## config.mk

```make
export PLATFORM = sky130hd
export DESIGN_NAME = seven_segment_mux
export DESIGN_NICKNAME = d
export VERILOG_FILES = /design/src/rtl/seven_seg_pkg.sv /design/src/rtl/seg_hex_decoder.sv /design/src/rtl/seven_segment_mux.sv
export SDC_FILE = /design/constraint.sdc
export NUM_CORES = 1
export LEC_CHECK = 0
export ABC_AREA = 1
export CAP_MARGIN = 20
export CORE_ASPECT_RATIO = 0.8
export CORE_UTILIZATION = 60
export CTS_BUF_LIST = sky130_fd_sc_hd__clkbuf_16
export DETAILED_ROUTE_END_ITERATION = 6
export PLACE_DENSITY = 0.94
export SLEW_MARGIN = 20
export SYNTH_ARGS = -nofsm -noshare
export SYNTH_HDL_FRONTEND = slang
export SYNTH_HIERARCHICAL = 1
export SYNTH_SLANG_ARGS = --single-unit
```

## constraint.sdc

```tcl
create_clock -name clk -period 5.2 [get_ports clk]
set_input_delay 0.52 -clock clk [delete_from_list [all_inputs] [get_ports clk]]
set_output_delay 0.52 -clock clk [all_outputs]
set_load 0.02 [all_outputs]
```

## src/rtl/seven_seg_pkg.sv

```systemverilog
// Shared constants for the seven-segment display path: hex segment patterns
// (active-high, bit 6 = A .. bit 0 = G), the all-off pin value and blink counter width.
package seven_seg_pkg;

   localparam int unsigned BLINK_W = 24;
   localparam logic [6:0]  SEG_OFF = 7'b1111111;

   localparam logic [6:0] SEG_0 = 7'h7E;
   localparam logic [6:0] SEG_1 = 7'h30;
   localparam logic [6:0] SEG_2 = 7'h6D;
   localparam logic [6:0] SEG_3 = 7'h79;
   localparam logic [6:0] SEG_4 = 7'h33;
   localparam logic [6:0] SEG_5 = 7'h5B;
   localparam logic [6:0] SEG_6 = 7'h5F;
   localparam logic [6:0] SEG_7 = 7'h70;
   localparam logic [6:0] SEG_8 = 7'h7F;
   localparam logic [6:0] SEG_9 = 7'h7B;
   localparam logic [6:0] SEG_A = 7'h77;
   localparam logic [6:0] SEG_B = 7'h1F;
   localparam logic [6:0] SEG_C = 7'h4E;
   localparam logic [6:0] SEG_D = 7'h3D;
   localparam logic [6:0] SEG_E = 7'h4F;
   localparam logic [6:0] SEG_F = 7'h47;

   function automatic logic [6:0] hex_decode(input logic [3:0] value);
      logic [6:0] pattern;
      case (value)
         4'h0:    pattern = SEG_0;
         4'h1:    pattern = SEG_1;
         4'h2:    pattern = SEG_2;
         4'h3:    pattern = SEG_3;
         4'h4:    pattern = SEG_4;
         4'h5:    pattern = SEG_5;
         4'h6:    pattern = SEG_6;
         4'h7:    pattern = SEG_7;
         4'h8:    pattern = SEG_8;
         4'h9:    pattern = SEG_9;
         4'hA:    pattern = SEG_A;
         4'hB:    pattern = SEG_B;
         4'hC:    pattern = SEG_C;
         4'hD:    pattern = SEG_D;
         4'hE:    pattern = SEG_E;
         default: pattern = SEG_F;
      endcase
      return pattern;
   endfunction

endpackage

```

## src/rtl/seg_hex_decoder.sv

```systemverilog
// Combinational nibble to active-high segment pattern decoder.
module seg_hex_decoder
   import seven_seg_pkg::*;
(
   input  logic [3:0] value,
   output logic [6:0] seg_c
);

   always_comb begin
      seg_c = hex_decode(value);
   end

endmodule

```

## src/rtl/seven_segment_mux.sv

```systemverilog
// Time-multiplexed N-digit common-anode seven-segment controller with shadowed
// digit data, per-slot dead time, per-digit blink and blank.
module seven_segment_mux
   import seven_seg_pkg::*;
#(
   parameter int unsigned NUM_DIGITS  = 4,
   parameter int unsigned REFRESH_DIV = 50000,
   parameter int unsigned DEAD_CYCLES = 4
) (
   input  logic                    clk,
   input  logic                    rst,
   input  logic                    load,
   input  logic [4*NUM_DIGITS-1:0] digits_in,
   input  logic [NUM_DIGITS-1:0]   dp_in,
   input  logic [NUM_DIGITS-1:0]   blink_mask,
   input  logic [NUM_DIGITS-1:0]   blank_mask,
   input  logic [BLINK_W-1:0]      blink_rate,
   output logic [6:0]              seg,
   output logic                    dp,
   output logic [NUM_DIGITS-1:0]   an
);

   localparam int unsigned REF_W = $clog2(REFRESH_DIV);
   localparam int unsigned IDX_W = (NUM_DIGITS > 1) ? $clog2(NUM_DIGITS) : 1;

   localparam logic [REF_W-1:0] REF_LAST  = REF_W'(REFRESH_DIV - 1);
   localparam logic [REF_W-1:0] DEAD_LAST = REF_W'(DEAD_CYCLES);
   localparam logic [IDX_W-1:0] IDX_LAST  = IDX_W'(NUM_DIGITS - 1);

   logic [REF_W-1:0]        ref_cnt;
   logic [IDX_W-1:0]        idx;
   logic [BLINK_W-1:0]      blink_cnt;
   logic                    blink_phase;

   logic [4*NUM_DIGITS-1:0] digits_sh;
   logic [NUM_DIGITS-1:0]   dp_sh;
   logic [NUM_DIGITS-1:0]   blink_sh;
   logic [NUM_DIGITS-1:0]   blank_sh;

   logic [3:0]              digit_c;
   logic [6:0]              seg_hi_c;
   logic                    visible_c;

   // Slot timer and digit index; idx advances as the slot timer wraps.
   always_ff @(posedge clk) begin
      if (rst) begin
         ref_cnt <= '0;
         idx     <= '0;
      end else if (ref_cnt == REF_LAST) begin
         ref_cnt <= '0;
         idx     <= (idx == IDX_LAST) ? '0 : idx + IDX_W'(1);
      end else begin
         ref_cnt <= ref_cnt + REF_W'(1);
      end
   end

   // Blink half-period timer; a rate of zero parks the phase in the visible state.
   always_ff @(posedge clk) begin
      if (rst) begin
         blink_cnt   <= '0;
         blink_phase <= 1'b1;
      end else if (blink_rate == '0) begin
         blink_cnt   <= '0;
         blink_phase <= 1'b1;
      end else if (blink_cnt >= blink_rate - BLINK_W'(1)) begin
         blink_cnt   <= '0;
         blink_phase <= ~blink_phase;
      end else begin
         blink_cnt   <= blink_cnt + BLINK_W'(1);
      end
   end

   always_ff @(posedge clk) begin
      if (rst) begin
         digits_sh <= '0;
         dp_sh     <= '0;
         blink_sh  <= '0;
         blank_sh  <= '0;
      end else if (load) begin
         digits_sh <= digits_in;
         dp_sh     <= dp_in;
         blink_sh  <= blink_mask;
         blank_sh  <= blank_mask;
      end
   end

   always_comb begin
      digit_c   = digits_sh[{idx, 2'b00} +: 4];
      visible_c = (ref_cnt >= DEAD_LAST) && !blank_sh[idx] &&
                  !(blink_sh[idx] && !blink_phase);
   end

   seg_hex_decoder u_dec (
      .value (digit_c),
      .seg_c (seg_hi_c)
   );

   // Pin register: everything shown comes from state sampled before this edge,
   // so digit data and anode always move together.
   always_ff @(posedge clk) begin
      if (rst) begin
         seg <= SEG_OFF;
         dp  <= 1'b1;
         an  <= '1;
      end else if (visible_c) begin
         seg <= ~seg_hi_c;
         dp  <= ~dp_sh[idx];
         an  <= ~(NUM_DIGITS'(1) << idx);
      end else begin
         seg <= SEG_OFF;
         dp  <= 1'b1;
         an  <= '1;
      end
   end

endmodule

```

==> results of run 1 <==
[worst max path at each step]
stage,endpoint,depth (start not counted),slack (ps),startpoint
after floorplan,blink_cnt[2]$_SDFF_PP0_,19,2550,blink_rate[0]
after global placement,blink_cnt[21]$_SDFF_PP0_,16,1910,blink_rate[2]
after detailed placement,blink_cnt[5]$_SDFF_PP0_,16,1710,blink_rate[2]
after CTS,blink_cnt[19]$_SDFF_PP0_,16,2010,blink_rate[2]
after global routing,blink_cnt[20]$_SDFF_PP0_,19,1730,blink_rate[0]
final,blink_cnt[20]$_SDFF_PP0_,16,2010,blink_rate[2]
[state kept, by name, summed over array words and instances, names as in the netlist]
name         cells
blink_cnt       24
digits_sh       16
ref_cnt         16
seg              7
an               4
blank_sh         4
blink_sh         4
dp_sh            4
idx              2
blink_phase      1
dp               1
[layout make-up]
class | instances | area share [%]
timing repair buffer | 66 | 10.76
clock buffer | 9 | 3.669
sequential | 83 | 27.07
tap | 108 | 2.201
inverter | 93 | 5.687
clock inverter | 7 | 1.080
multi-input combinational | 551 | 49.53
[critical path: stages]
cell and delay [ps]:
clkdlybuf4s50_1 490, nor2_2 150, nand2_2 100, nor3_4 290, inv_2 90, nor2_4 160, nand3_1 120, xor2_1 160
ha_1 300, a21oi_1 170, nor2_1 50, nor2_1 80, nand2_1 70, a21oi_2 220, nand3_4 290, nor2_1 190
[cell families (layout without fill, tap and decap cells)]
kind of cell	after synthesis	in the layout	synth area share [%]
AO/OA/AOI/OAI	82	82	8.370
adder cells (fa/ha/maj)	39	39	9.489
buffers and inverters	109	175	8.564
flip-flops	83	83	32.31
XOR/XNOR	42	42	7.153
AND/OR/NAND/NOR	388	388	34.11
[power breakdown]
| group | internal (uW) | switching (uW) |
|---|---|---|
| logic | 80.2 | 97.7 |
| clock network | 337 | 293 |
| registers | 656 | 13.1 |
[through the flow]
step / worst slack (ps) / util [%] / area [sq um] / instances
floorplan: 2550 / - / 5142 / 743
global placement: 1906 / 71.94 / 5847 / 901
detailed placement: 1712 / 71.94 / 5847 / 901
CTS: 2015 / 75.52 / 6138 / 917
global route: 1733 / 75.52 / 6138 / 917
finish: 2013 / 75.52 / 6138 / 917
[metal layers]
layer  up-vias  global-route usage (%)  wire length, um
li1       2466                       -                -
met1      2320                   37.42             5674
met2       234                   52.15             6057
met3        44                   5.047             1077
met4         0                   11.87              337
met5         -                       0                0
[layout by cell type (no fill, tap or decap), types with 9 or more instances in the layout]
master	n
o21ai_0	47
clkbuf_16	9
nor3_1	21
clkdlybuf4s50_1	66
nor2_1	136
xnor2_1	11
nand3_1	22
nand2_1	153
nor2_2	12
inv_1	86
ha_1	39
xor2_1	31
a21oi_1	24
dfxtp_1	83
==> metrics, run 1 <==
pin count of the biggest net entering global routing 33; Num CTS Buffers 9; clk sink count 83; TritonRoute pass-1 iters 5; R2R depth 10; CP Max Fanout 24; syn nets 837; hold_buf cts 0; Worst Hold Launch dp_sh[0]$_SDFFE_PP0P_; Synth area leader dfxtp_1; GPL Wtd Cong between 0.9 and 1; synth-to-layout area growth 19.37%; vias per cell 5.522; # port buffers 66; Leak Pwr roughly 0.0026 uW; final setup TNS 0 ps; Routed Antenna Nets 0; number of global-route vias before repair 4882; Hold Crit Depth 2; die area 8947 sq um; number of diodes 0; Root Driver clkbuf_16; die height 84.81 um; critical path type input port to flop; final number of setup-violating endpoints 0; Synth top area share 32.31%; Clk Latency, worst-skew pair 350 ps; HPWL Detailed 9180 um; Post-synth EDFFs 0; power density cells 240.7 nW/um^2; Remaining Overflow, GRT 0; Synth area leaders dfxtp_1 32%, nand2_1 11%, nor2_1 9.9%; CTS tree done; Ports 67; area occupied by multi-input gates 3040 sq um; CTS resizes 0; Reg clk slew, reported paths approximately 70 ps; dominant synthesized flop cell dfxtp_1; FILL cells 561; Avg WL per Cell 14.34 um; Die X 105.5 um; fin. max-slew vios 0; Final Hold Violating Endpoints 0; Cell Rows 29; WP data required 5470 ps; hold path endpoint dp_sh[0]$_SDFFE_PP0P_; library cells used by synthesis 39; Worst Max-Slew Pin Slew between 800 and 900 ps; most common cell in the synthesized netlist nand2_1; Net count, final 898; DRC Markers 0; hold slack 469.7 ps; R2R Path End seg[3]$_SDFF_PP1_; first-pass GRT wire length 21490 um; maxcap violations 0; Vias 5064; status completed; flop-to-flop setup slack about 2700 ps; crit path time final 3187 ps; Mapped Cells about 740; crit share post-route 61.30%; FF+latch area 1662 sq um; H-tree levels 3; unrepaired setup endpoints after global routing no; HP Class flop to flop; post-detailed-routing wire length between 10000 and 15000 um; Mean Syn Cell Area 6.921 sq um; Worst Setup End Kind flop; FF+latch count, synth 83; RR Startpoint idx[0]$_SDFFE_PP0P_; Initial Util 63.27%; sequential element share of the synthesized area 32.31%; most frequent cells after synthesis 153 x nand2_1, 136 x nor2_1, 86 x inv_1, 83 x dfxtp_1, 47 x o21ai_0; Total GRT Usage 30.08%; Critical Path Start Type input port; Clock Skew 7.584 ps; share of layout cells above drive strength 1 approximately 7.5%; 1st-iter DRT viols 360; initial antenna violation count 0; clock tree buffer depth 2; Worst Path Arrival 3460 ps; setup repair bufs after CTS 0; relative slew slack 41.48%; Syn Std Cell Area between 5000 and 6000 sq um; peak supply drop 0.0001597 V; Core Footprint just over 8000 sq um; ys async rst share 0%; total power ~1500 uW; Ys Warns 6; fmax between 300 and 400 MHz
Note: power is estimated with default switching activity, not from simulation.
==> run 2, diff against run 1 <==
Settings changed: CORE_UTILIZATION 60 to 56, PLACE_DENSITY 0.94 to 0.89.
Clock period 5.2 ns to 3.3 ns, I/O delays scaled along.
==> metrics, run 2 (synthesis gave the netlist of run 1 again) <==
status completed; H-tree levels 3; CP Max Fanout 24; Clock power frac 42.7%; Root Driver clkbuf_16; fmax 342.4 MHz; Net Switching 628.7 uW; most common cell after layout, fill and taps aside nand2_1; pre-CTS WS 47.80 ps; pin count of the biggest net entering global routing 33; Remaining Overflow, GRT 0; Cell Rows 30; hold_buf cts 0; vias per cell 5.397; number of diodes 0; Sw Ratio 27.01%; fin. max-slew vios 0; synth-to-layout area growth 19.95%; Avg WL per Cell 13.62 um; crit path time final 2920 ps; HP Class flop to flop; Worst Setup End Kind flop; Final WS setup 379.9 ps; WP data required 3560 ps; power density cells approximately 380 nW/um^2; number of global-route vias before repair 4655; Worst Path Arrival 3180 ps; combinational fraction of design power 12.0%; internal power ~1700 uW; share of layout cells above drive strength 1 7.768%; commonest cells after routing, fill and taps aside 153 x nand2_1, 136 x nor2_1, 86 x inv_1, 83 x dfxtp_1, 66 x clkdlybuf4s50_1; unrepaired setup endpoints after global routing no; Cell Count, Final, Fillers Out slightly above 900; Worst Max-Slew Pin Slew 880.0 ps; Critical Path Start Type input port; Net count, final 900; maxcap violations 0; biggest regs blink_cnt x24, digits_sh x16, ref_cnt x16; Routed Antenna Nets 0; die height 87.71 um; # port buffers 66; clock tree buffer depth 2; Reg with most FFs blink_cnt; TritonRoute pass-1 iters 5; final setup TNS 0 ps; initial antenna violation count 0; Seq pwr share 45.3%; CTS resizes 0; die area 9573 sq um; peak supply drop 0.0002914 V; Reg clk slew, reported paths 70 ps; crit share post-route roughly nine tenths; Initial Util 59.05%; DRC Markers 0; Num CTS Buffers 9; setup repair bufs after CTS 0; critical path type input port to flop; Final Hold Violating Endpoints 0; clk sink count 83; CTS tree done; Total GRT Usage 27.64%; Die X between 100 and 150 um; HPWL Detailed 9205 um; Core Footprint 8708 sq um; final number of setup-violating endpoints 0; FILL cells 668; Vias 4981; Ports 67; Clk Latency, worst-skew pair 330 ps; placed insts roughly 910; relative slew slack about two fifths; total power 2327 uW; Clock Skew 8.678 ps; 1st-iter DRT viols 421; max reg flops 24; post-detailed-routing wire length 12570 um; first-pass GRT wire length 20730 um; Leak Pwr 0.002602 uW; GPL Wtd Cong 0.9206
==> run 2: cell count changes in the layout (fill, tap and decap cells not counted), sizes merged <==
cell / previous run / this run
clkinv: 0 / 3
buf: 0 / 2
inv: 98 / 97
clkinvlp: 2 / 0
==> run 2: critical path, stage by stage <==
cell             delay [ps]
clkdlybuf4s50_1         490
nor2_2                  150
nand2_2                 100
nor3_4                  270
inv_2                    90
nor2_4                  150
nand3_1                 110
xor2_1                  160
ha_1                    290
a21oi_1                 170
nor2_1                   50
nor2_1                   80
nand2_1                  60
a21oi_2                 200
nand3_4                 280
nor2_1                  190
==> run 2: worst paths after layout <==
path	start	endpoint	slack, ps	cells past startpoint
worst min-delay path	ref_cnt[13]$_SDFF_PP0_	ref_cnt[13]$_SDFF_PP0_	460	2
worst min register to register	ref_cnt[13]$_SDFF_PP0_	ref_cnt[13]$_SDFF_PP0_	460	2
worst max register to register	idx[0]$_SDFFE_PP0P_	seg[3]$_SDFF_PP1_	890	10
worst max-delay path	blink_rate[2]	blink_cnt[14]$_SDFF_PP0_	380	16
==> run 2: metal layers <==
metal  part of all wire [%]  vias up  GRT usage [%]
met5                      0        -              0
met4                    1.6        0          9.091
met3                    7.9       31          5.878
met2                     47      216          45.85
met1                     44     2266          35.82
li1                       -     2468              -
==> run 2: cell type report <==
type / instances / area (sq um) / area share (%)
Inverter: 93 / 349.1 / 5.659
Clock inverter: 7 / 76.32 / 1.237
Tap cell: 112 / 140.1 / 2.272
Timing Repair Buffer: 68 / 675.6 / 10.95
Sequential cell: 83 / 1662 / 26.94
Clock buffer: 9 / 225.2 / 3.651
Multi-Input combinational cell: 551 / 3040 / 49.29
==> run 2: through the flow <==
step / cell area (sq um) / utilization [%] / hold WS (ps)
3_5_place_dp: 5867 / 67.37 / 452.0
4_1_cts: 6168 / 70.83 / 462.3
2_1_floorplan: 5142 / - / 428.8
5_1_grt: 6168 / 70.83 / 483.7
3_3_place_gp: 5867 / 67.37 / 437.4
6_report: 6168 / 70.83 / 462.9
==> run 2: power by group through the flow <==
| stage | Sequential, uW | Clock, uW | Combinational (uW) |
|---|---|---|---|
| final | 1050 | 993 | 280 |
| after global routing | 1060 | 1050 | 312 |
| after CTS | 1050 | 1000 | 277 |
| after detailed placement | 1080 | 0 | 271 |
| after global placement | 1070 | 0 | 258 |
| after floorplan | 1070 | 0 | 155 |
==> run 3, diff against run 2 <==
Settings changed: CTS_CLUSTER_DIAMETER set to 40.
==> results of run 3 <==
Same layout as run 2: the final DEF is identical, and so are final timing and power.
